### config.mk
export PLATFORM = sky130hd
export DESIGN_NAME = pc_update_ctrl_flat
export DESIGN_NICKNAME = d
export VERILOG_FILES = /design/src/rtl/pc_ctrl_pkg.sv /design/src/rtl/pc_update_ctrl_if.sv /design/src/rtl/wait_counter.sv /design/src/rtl/pc_update_ctrl.sv /design/src/flat_wrapper.sv
export SDC_FILE = /design/constraint.sdc
export NUM_CORES = 1
export LEC_CHECK = 0
export ABC_AREA = 1
export BUFFER_PORTS_ARGS = -buffer_cell sky130_fd_sc_hd__buf_2
export CORE_MARGIN = 1.5
export CORE_UTILIZATION = 43
export DETAILED_ROUTE_END_ITERATION = 10
export PLACE_DENSITY = 0.72
export REMOVE_ABC_BUFFERS = 1
export SLEW_MARGIN = 20
export SYNTH_ARGS = -nofsm -noshare
export SYNTH_HDL_FRONTEND = slang
export SYNTH_SLANG_ARGS = --single-unit
### constraint.sdc
create_clock -name clk -period 1.6 [get_ports clk]
set_clock_uncertainty 0.1 [all_clocks]
set_input_delay 0.16 -clock clk [delete_from_list [all_inputs] [get_ports clk]]
set_output_delay 0.16 -clock clk [all_outputs]
set_load 0.03 [all_outputs]
### src/rtl/pc_ctrl_pkg.sv
// Shared types for the PC write-path sequencer:
// request kinds, causes, PC-source codes, states.
package pc_ctrl_pkg;

  typedef enum logic [2:0] {
    K_SEQ    = 3'd0,
    K_BRANCH = 3'd1,
    K_JUMP   = 3'd2,
    K_ERET   = 3'd3,
    K_EXC    = 3'd4
  } kind_e;

  typedef enum logic [1:0] {
    C_INVOP = 2'd0,
    C_OVF   = 2'd1,
    C_DIVZ  = 2'd2
  } cause_e;

  typedef enum logic [1:0] {
    PCS_EXC = 2'd0,
    PCS_EPC = 2'd1,
    PCS_ALU = 2'd2,
    PCS_SL2 = 2'd3
  } pcsrc_e;

  typedef enum logic [2:0] {
    S_IDLE     = 3'd0,
    S_UPDATE   = 3'd1,
    S_EXC_EPC  = 3'd2,
    S_EXC_MEM  = 3'd3,
    S_EXC_LOAD = 3'd4,
    S_EXC_JUMP = 3'd5
  } state_e;

  localparam int VEC_BASE_DEF = 253;

  // Undefined kind codes fold into the exception path.
  function automatic kind_e norm_kind(
    input logic [2:0] k
  );
    return (k > 3'd4) ? K_EXC : kind_e'(k);
  endfunction

  function automatic cause_e norm_cause(
    input logic [1:0] c
  );
    return (c == 2'd3) ? C_INVOP : cause_e'(c);
  endfunction

  function automatic pcsrc_e kind_src(
    input kind_e k
  );
    pcsrc_e s;
    s = PCS_ALU;
    if (k == K_JUMP) s = PCS_SL2;
    if (k == K_ERET) s = PCS_EPC;
    return s;
  endfunction

endpackage

### src/rtl/pc_update_ctrl_if.sv
// Request/control bundle between the main control
// unit and the PC write-path sequencer.
interface pc_update_ctrl_if;
  import pc_ctrl_pkg::*;

  logic        req_valid;
  logic [2:0]  req_kind;
  logic        cond;
  logic [1:0]  exc_cause;
  logic        busy;
  logic        done;
  logic [1:0]  pc_source;
  logic        pc_write;
  logic        epc_write;
  logic        mem_read;
  logic [31:0] vec_addr;
  logic        vec_load;

  modport master (
    output req_valid, req_kind, cond, exc_cause,
    input  busy, done, pc_source, pc_write,
    input  epc_write, mem_read, vec_addr, vec_load
  );

  modport slave (
    input  req_valid, req_kind, cond, exc_cause,
    output busy, done, pc_source, pc_write,
    output epc_write, mem_read, vec_addr, vec_load
  );

endinterface

### src/rtl/wait_counter.sv
// Loadable down-counter with a zero flag; it
// saturates at zero.
module wait_counter #(
  parameter int W = 3
) (
  input  logic         clk,
  input  logic         reset,
  input  logic         i_load,
  input  logic [W-1:0] i_val,
  input  logic         i_dec,
  output logic         o_zero
);

  logic [W-1:0] r_cnt;

  assign o_zero = (r_cnt == '0);

  always_ff @(posedge clk or posedge reset) begin
    if (reset) begin
      r_cnt <= '0;
    end else if (i_load) begin
      r_cnt <= i_val;
    end else if (i_dec && !o_zero) begin
      r_cnt <= r_cnt - W'(1);
    end
  end

endmodule

### src/rtl/pc_update_ctrl.sv
// PC write-path sequencer: single-cycle PC updates
// plus the multi-cycle exception vector sequence.
module pc_update_ctrl
  import pc_ctrl_pkg::*;
#(
  parameter int MEM_WAIT = 2,
  parameter int VEC_BASE = VEC_BASE_DEF
) (
  input  logic              clk,
  input  logic              reset,
  pc_update_ctrl_if.slave   bus
);

  localparam logic [2:0]  LOAD_VAL = 3'(MEM_WAIT - 1);
  localparam logic [31:0] VB       = 32'(VEC_BASE);

  state_e      r_state, w_next;
  kind_e       r_kind, w_kind;
  logic        r_cond, w_cond;
  cause_e      r_cause;
  logic        w_accept, w_zero;

  logic        r_busy, w_busy;
  logic        r_done, w_done;
  pcsrc_e      r_src, w_src;
  logic        r_pcw, w_pcw;
  logic        r_epcw, w_epcw;
  logic        r_mrd, w_mrd;
  logic [31:0] r_vaddr, w_vaddr;
  logic        r_vld, w_vld;

  assign w_accept = (r_state == S_IDLE) && bus.req_valid;

  // Outputs for the accept cycle must see the
  // incoming request, not the stale latch.
  assign w_kind = w_accept ? norm_kind(bus.req_kind)
                           : r_kind;
  assign w_cond = w_accept ? bus.cond : r_cond;

  wait_counter #(.W(3)) u_wait (
    .clk    (clk),
    .reset  (reset),
    .i_load (r_state == S_EXC_EPC),
    .i_val  (LOAD_VAL),
    .i_dec  (r_state == S_EXC_MEM),
    .o_zero (w_zero)
  );

  always_ff @(posedge clk or posedge reset) begin
    if (reset) begin
      r_state <= S_IDLE;
    end else begin
      r_state <= w_next;
    end
  end

  always_ff @(posedge clk or posedge reset) begin
    if (reset) begin
      r_kind  <= K_SEQ;
      r_cond  <= 1'b0;
      r_cause <= C_INVOP;
    end else if (w_accept) begin
      r_kind  <= w_kind;
      r_cond  <= bus.cond;
      r_cause <= norm_cause(bus.exc_cause);
    end
  end

  always_comb begin
    w_next  = r_state;
    w_busy  = 1'b0;
    w_done  = 1'b0;
    w_pcw   = 1'b0;
    w_epcw  = 1'b0;
    w_mrd   = 1'b0;
    w_vld   = 1'b0;
    w_src   = r_src;
    w_vaddr = r_vaddr;

    unique case (r_state)
      S_IDLE: begin
        if (w_accept) begin
          w_next = (w_kind == K_EXC) ? S_EXC_EPC
                                     : S_UPDATE;
        end
      end
      S_UPDATE:   w_next = S_IDLE;
      S_EXC_EPC:  w_next = S_EXC_MEM;
      S_EXC_MEM:  if (w_zero) w_next = S_EXC_LOAD;
      S_EXC_LOAD: w_next = S_EXC_JUMP;
      S_EXC_JUMP: w_next = S_IDLE;
      default:    w_next = S_IDLE;
    endcase

    // Output registers take the value of the
    // state being entered.
    unique case (1'b1)
      (w_next == S_UPDATE): begin
        w_busy = 1'b1;
        w_done = 1'b1;
        w_pcw  = (w_kind == K_BRANCH) ? w_cond : 1'b1;
        if (w_pcw) w_src = kind_src(w_kind);
      end
      (w_next == S_EXC_EPC): begin
        w_busy = 1'b1;
        w_epcw = 1'b1;
      end
      (w_next == S_EXC_MEM): begin
        w_busy  = 1'b1;
        w_mrd   = 1'b1;
        w_vaddr = VB + {30'd0, r_cause};
      end
      (w_next == S_EXC_LOAD): begin
        w_busy  = 1'b1;
        w_vld   = 1'b1;
        w_vaddr = VB + {30'd0, r_cause};
      end
      (w_next == S_EXC_JUMP): begin
        w_busy = 1'b1;
        w_done = 1'b1;
        w_pcw  = 1'b1;
        w_src  = PCS_EXC;
      end
      default: ;
    endcase
  end

  always_ff @(posedge clk or posedge reset) begin
    if (reset) begin
      r_busy  <= 1'b0;
      r_done  <= 1'b0;
      r_src   <= PCS_EXC;
      r_pcw   <= 1'b0;
      r_epcw  <= 1'b0;
      r_mrd   <= 1'b0;
      r_vaddr <= '0;
      r_vld   <= 1'b0;
    end else begin
      r_busy  <= w_busy;
      r_done  <= w_done;
      r_src   <= w_src;
      r_pcw   <= w_pcw;
      r_epcw  <= w_epcw;
      r_mrd   <= w_mrd;
      r_vaddr <= w_vaddr;
      r_vld   <= w_vld;
    end
  end

  assign bus.busy      = r_busy;
  assign bus.done      = r_done;
  assign bus.pc_source = r_src;
  assign bus.pc_write  = r_pcw;
  assign bus.epc_write = r_epcw;
  assign bus.mem_read  = r_mrd;
  assign bus.vec_addr  = r_vaddr;
  assign bus.vec_load  = r_vld;

endmodule

### src/flat_wrapper.sv
// flat-port wrapper written by rule: the top's interface ports become plain ports
module pc_update_ctrl_flat import pc_ctrl_pkg::*;
#(
  parameter int MEM_WAIT = 2,
  parameter int VEC_BASE = VEC_BASE_DEF
)
  (clk, reset, bus_req_valid, bus_req_kind, bus_cond, bus_exc_cause, bus_busy, bus_done, bus_pc_source, bus_pc_write, bus_epc_write, bus_mem_read, bus_vec_addr, bus_vec_load);
  pc_update_ctrl_if bus_i ();
  input  logic clk;
  input  logic reset;
  input wire logic [$bits(bus_i.req_valid)-1:0] bus_req_valid;
  input wire logic [$bits(bus_i.req_kind)-1:0] bus_req_kind;
  input wire logic [$bits(bus_i.cond)-1:0] bus_cond;
  input wire logic [$bits(bus_i.exc_cause)-1:0] bus_exc_cause;
  output wire logic [$bits(bus_i.busy)-1:0] bus_busy;
  output wire logic [$bits(bus_i.done)-1:0] bus_done;
  output wire logic [$bits(bus_i.pc_source)-1:0] bus_pc_source;
  output wire logic [$bits(bus_i.pc_write)-1:0] bus_pc_write;
  output wire logic [$bits(bus_i.epc_write)-1:0] bus_epc_write;
  output wire logic [$bits(bus_i.mem_read)-1:0] bus_mem_read;
  output wire logic [$bits(bus_i.vec_addr)-1:0] bus_vec_addr;
  output wire logic [$bits(bus_i.vec_load)-1:0] bus_vec_load;
  assign bus_i.req_valid = bus_req_valid;
  assign bus_i.req_kind = bus_req_kind;
  assign bus_i.cond = bus_cond;
  assign bus_i.exc_cause = bus_exc_cause;
  assign bus_busy = bus_i.busy;
  assign bus_done = bus_i.done;
  assign bus_pc_source = bus_i.pc_source;
  assign bus_pc_write = bus_i.pc_write;
  assign bus_epc_write = bus_i.epc_write;
  assign bus_mem_read = bus_i.mem_read;
  assign bus_vec_addr = bus_i.vec_addr;
  assign bus_vec_load = bus_i.vec_load;
  pc_update_ctrl #(.MEM_WAIT(MEM_WAIT), .VEC_BASE(VEC_BASE)) u_core (.clk(clk), .reset(reset), .bus(bus_i));
endmodule
# == After elaboration in Yosys (flattened, before gate mapping) ==
# Cells that the tools add are included.
# totals
word_cells,62
in_bits,9
register_bits,52
# op_classes
mux,21
n_addsub,2
n_eq_ne,14
reduce_logical,11
n_lt_le_gt_ge,1
# ops
cell,n
== test 3 x 2 -> 1 bit (second input constant),6
two-way mux 3 bit,6
== test 3 bit (second input constant),4
one-hot mux 3 bit (4 select lines),1
adder 8 x 2 -> 9 bit (first input constant),1
two-way mux 1 bit,8
two-way mux 2 bit,4
== test 3 x 1 -> 1 bit (second input constant),2
logical NOT 3 bit,2
OR reduction 5 bit,1
one-hot mux 2 bit (2 select lines),1
nonzero test 2 bit,2
OR reduction 2 bit,2
> comparator 3 bit (second input constant),1
subtractor 3 x 1 -> 3 bit (second input constant),1
== test 2 bit (second input constant),1
logical AND 1 bit,2
inequality test 2 bit (second input constant),1
one-hot mux 1 bit (2 select lines),1
AND reduction 2 bit,1
logical NOT 1 bit,1

# == Depth between registers and ports, before layout ==
# logic_depth
word_depth,10
mapped_depth,9

# == Hierarchy ==
# Synthesis repeated with hierarchy kept, for this count alone.
# unflattened
cells_unflattened,157
area_unflattened_um2,1327.5
# by_module_without_submodules
mod,area_per_inst_um2,seq_area_each_um2,cells_each,instances
pc_update_ctrl,1131.1,525.5,129,1
wait_counter,196.4,75.1,28,1

# == Least setup slack after synthesis ==
# Ideal clock, no wire load.
# synth_timing
kind,register to register
start,register u_core.u_wait.r_cnt[0]
end,register u_core.u_wait.r_cnt[0]
arrival_time_ns,1.185
t_required_ns,1.378
path_slack_ns,0.193
path_stages_with_launch,10
setup_ns,0.122
synth_period_minus_slack_ns,1.407
cell_sequence,dfrtp_1 -> inv_1 -> ha_1 -> ha_1 -> nand2_1 -> inv_1 -> nor2_4 -> nand2_1 -> nand2_1 -> o21ai_1
# synth_between
elab_chain_cells,4
elab_cells_between_ends,7
# synth_lines
item,line,source
"start, declared",wait_counter.sv:14,logic [W-1:0] r_cnt;
"start signal, assigned",wait_counter.sv:22,r_cnt <= i_val;
"start signal, assigned",wait_counter.sv:24,r_cnt <= r_cnt - W'(1);
branches (longest 4 deep; another with subtractor 3 x 1 -> 3 bit),--,
# Parallel ways; which one is timed is not known. The select of a mux whose other input is x is not followed.
# A chain may end at the register's enable or synchronous reset.

# == Worst setup path in the final report ==
# Same ends and word-level chain as after synthesis.

==> results.ini <==
[status]
status = finished clean

[finish]
drive_gt1_share_pct = 27.0
fin_nets = 176
fin_area_um2 = 1360
fill_cells = 275
multi_input_area_um2 = 425
seqCellArea_um2 = 601
diodes = 0
syn_to_final_growth_pct = 10.2

[detailed_routing]
drtIter0Drc = 14
dr.pass1.iters = 4
ant_nets = 0
drt-total-wl_um = 1930
viasPerCell = 4.32
vias = 839
wire_per_inst_um = 9.93
drc = 0

[sta]
fin_ws_ns = 0.0711
fin_crit_sh_pct = 95.6
clock.fmax_ghz = 0.654
setup_viol = 0
whs_ns = 0.0122
drv_slew = 0
period_needed_ns = 1.53
hold_viol = 0

[yosys]
synth.distinct_cells = 22
netlist_instances = 135
ys_seq_area_share_pct = 48.7
ys.flop_type = dfrtp_1
async_flop_share_pct = 100
yosys-top-cells-count = buf_4 (28), nand2_1 (27), dfrtp_1 (24)
ys_top_cells_by_area = dfrtp_1 (49%), buf_4 (17%), nand2_1 (8.2%)
synth_most_common_cell = buf_4
synth_seq_cells = 24
synth-warning-count = 0
syn_area_um2 = 1230
synth_area_leader_cell = dfrtp_1
netlist.area_leader.share_pct = 48.7
synth_edf_count = 0
synth.avg_cell_area_um2 = 9.13

[min_path]
hp-class = input port to flop
holdPathStages = 4

[worst_setup_path]
cp.arrival_ns = 1.64
cp_cell_sequence = inv_1 -> ha_1 -> ha_1 -> nand2_1 -> inv_1 -> nor2_4 -> nand2_2 -> nand2_1 -> o21ai_1
r2r_slack_ns = 0.07
slowest_delay_ns = 0.40
worst-path-stages = 9
cp_num_buf_inv = 2
crit_slowest_cell = dfrtp_1
cp_max_fo = 5
start_kind = flop
crit_family = flip-flops
critPathKind = flop to flop
end_kind = flop
cp.required_ns = 1.71
worst-r2r-cell-count = 9

[floorplan]
fp.coreArea_um2 = 2730
fp.dieH_um = 56.5
die_x_um = 56.5
start_util_pct = 45.1
rows = 19
pin_count = 49
die_area_um2 = 3200

[global_routing]
grt_pass1_wl_um = 3080
antenna_found_initial = 0
grt_usage_pct = 12.3
grt-ovfl-total = 0
grt_max_degree = 25
grt_pass1_vias = 746

[clock_tree]
cts_buffers = 3
cts_tree = built
clock_path_buffers = 2
clock_sinks = 24
cts_root_buf = clkbuf_4
clock_latency_ns = 0.30
h-tree-depth = 1
cts.clk_slew.worst_paths_ns = 0.13

[placement]
finalWeightedCongestion = 0.820
io_buffers = 25
dpl.hpwl_um = 1450
place_area_um2 = 1280
pre_cts_slack_ns = 0.0514

[power_and_ir_drop]
leakage_nw = 0.816
power.density_nw_per_um2 = 1960
vdd_drop_max_v = 0.000923

[job]
max-cap-violations = 0

==> flip-flops by register name, summed over array words and instances, names as in the netlist <==
register / flops
u_core.bus.vec_addr: 4
u_core.r_kind: 3
u_core.r_state: 3
u_core.u_wait.r_cnt: 3
u_core.bus.pc_source: 2
u_core.r_cause: 2
u_core.bus.busy: 1
u_core.bus.done: 1
u_core.bus.epc_write: 1
u_core.bus.mem_read: 1
u_core.bus.pc_write: 1
u_core.bus.vec_load: 1
u_core.r_cond: 1
==> per-layer routing <==
metal | vias up | GRT usage [%] | wire, um
met5 | - | 0 | 0
met4 | 0 | 3.06 | 10
met3 | 2 | 2.76 | 117
met2 | 28 | 21.8 | 1010
met1 | 391 | 15.0 | 784
li1 | 418 | - | -
==> where the power goes <==
| part | leakage [nW] | internal [mW] | switching (mW) |
|---|---|---|---|
| Combinational | 0.496 | 0.401 | 0.943 |
| Sequential | 0.299 | 0.864 | 0.138 |
| Clock | 0.0210 | 0.139 | 0.176 |
==> cell usage in the layout (no fill, tap or decap), types with 2 or more instances in the layout <==
master,n
buf_4,2
o22ai_1,2
ha_1,3
conb_1,23
o21ai_0,2
nor2_1,3
nand2_1,26
inv_1,22
nor2_4,3
nand2_2,4
nand3_1,7
dfrtp_1,24
dlygate4sd3_1,3
clkbuf_4,3
buf_2,25
==> timing repair <==
item	CTS	global route
endpoints found under the setup margin	0	5
hold buffers	3	0
hold endpoints to repair	26	0
gates resized for setup	0	2
buffers inserted	0	1
==> logic make-up (layout without fill, tap and decap cells) <==
group | after synthesis | in the layout | synth area share [%]
AND/OR/NAND/NOR | 49 | 49 | 20.4
flip-flops | 24 | 24 | 48.7
other | 1 | 23 | 0.304
buffers and inverters | 51 | 57 | 24.1
AO/OA/AOI/OAI | 7 | 7 | 3.45
adder cells (fa/ha/maj) | 3 | 3 | 3.05
==> cell type report <==
type,count,area share [%]
multi-input cells,82,31.3
repair buffers,30,12.5
clock buffers,4,2.67
well taps,31,2.86
flip-flops and latches,24,44.2
inverters,23,6.36
==> worst reg2reg max path, stage by stage, from the launching register on <==
cell	delay, ns
dfrtp_1	0.40
inv_1	0.06
ha_1	0.19
ha_1	0.18
nand2_1	0.08
inv_1	0.06
nor2_4	0.15
nand2_2	0.09
nand2_1	0.06
o21ai_1	0.06
==> metrics by stage <==
step	setup TNS [ns]	util [%]	std cells	total power [mW]
2_1_floorplan	-0.399	-	129	1.99
3_3_place_gp	0	46.7	186	2.26
3_5_place_dp	0	46.7	186	2.31
4_1_cts	0	49.1	193	2.64
5_1_grt	-0.0263	49.7	194	2.86
6_report	0	49.7	194	2.66
==> worst paths after layout <==
kind | start | end
max reg2reg | u_core.u_wait.r_cnt[0] | u_core.u_wait.r_cnt[0]
min in group asynchronous | reset | u_core.bus.mem_read
min | bus_exc_cause[1] | u_core.r_cause[0]
min reg2reg | u_core.bus.vec_addr[1] | u_core.bus.vec_addr[1]
max in group asynchronous | reset | u_core.r_cond
max | u_core.u_wait.r_cnt[0] | u_core.u_wait.r_cnt[0]
Note: power is estimated with default switching activity, not from simulation.
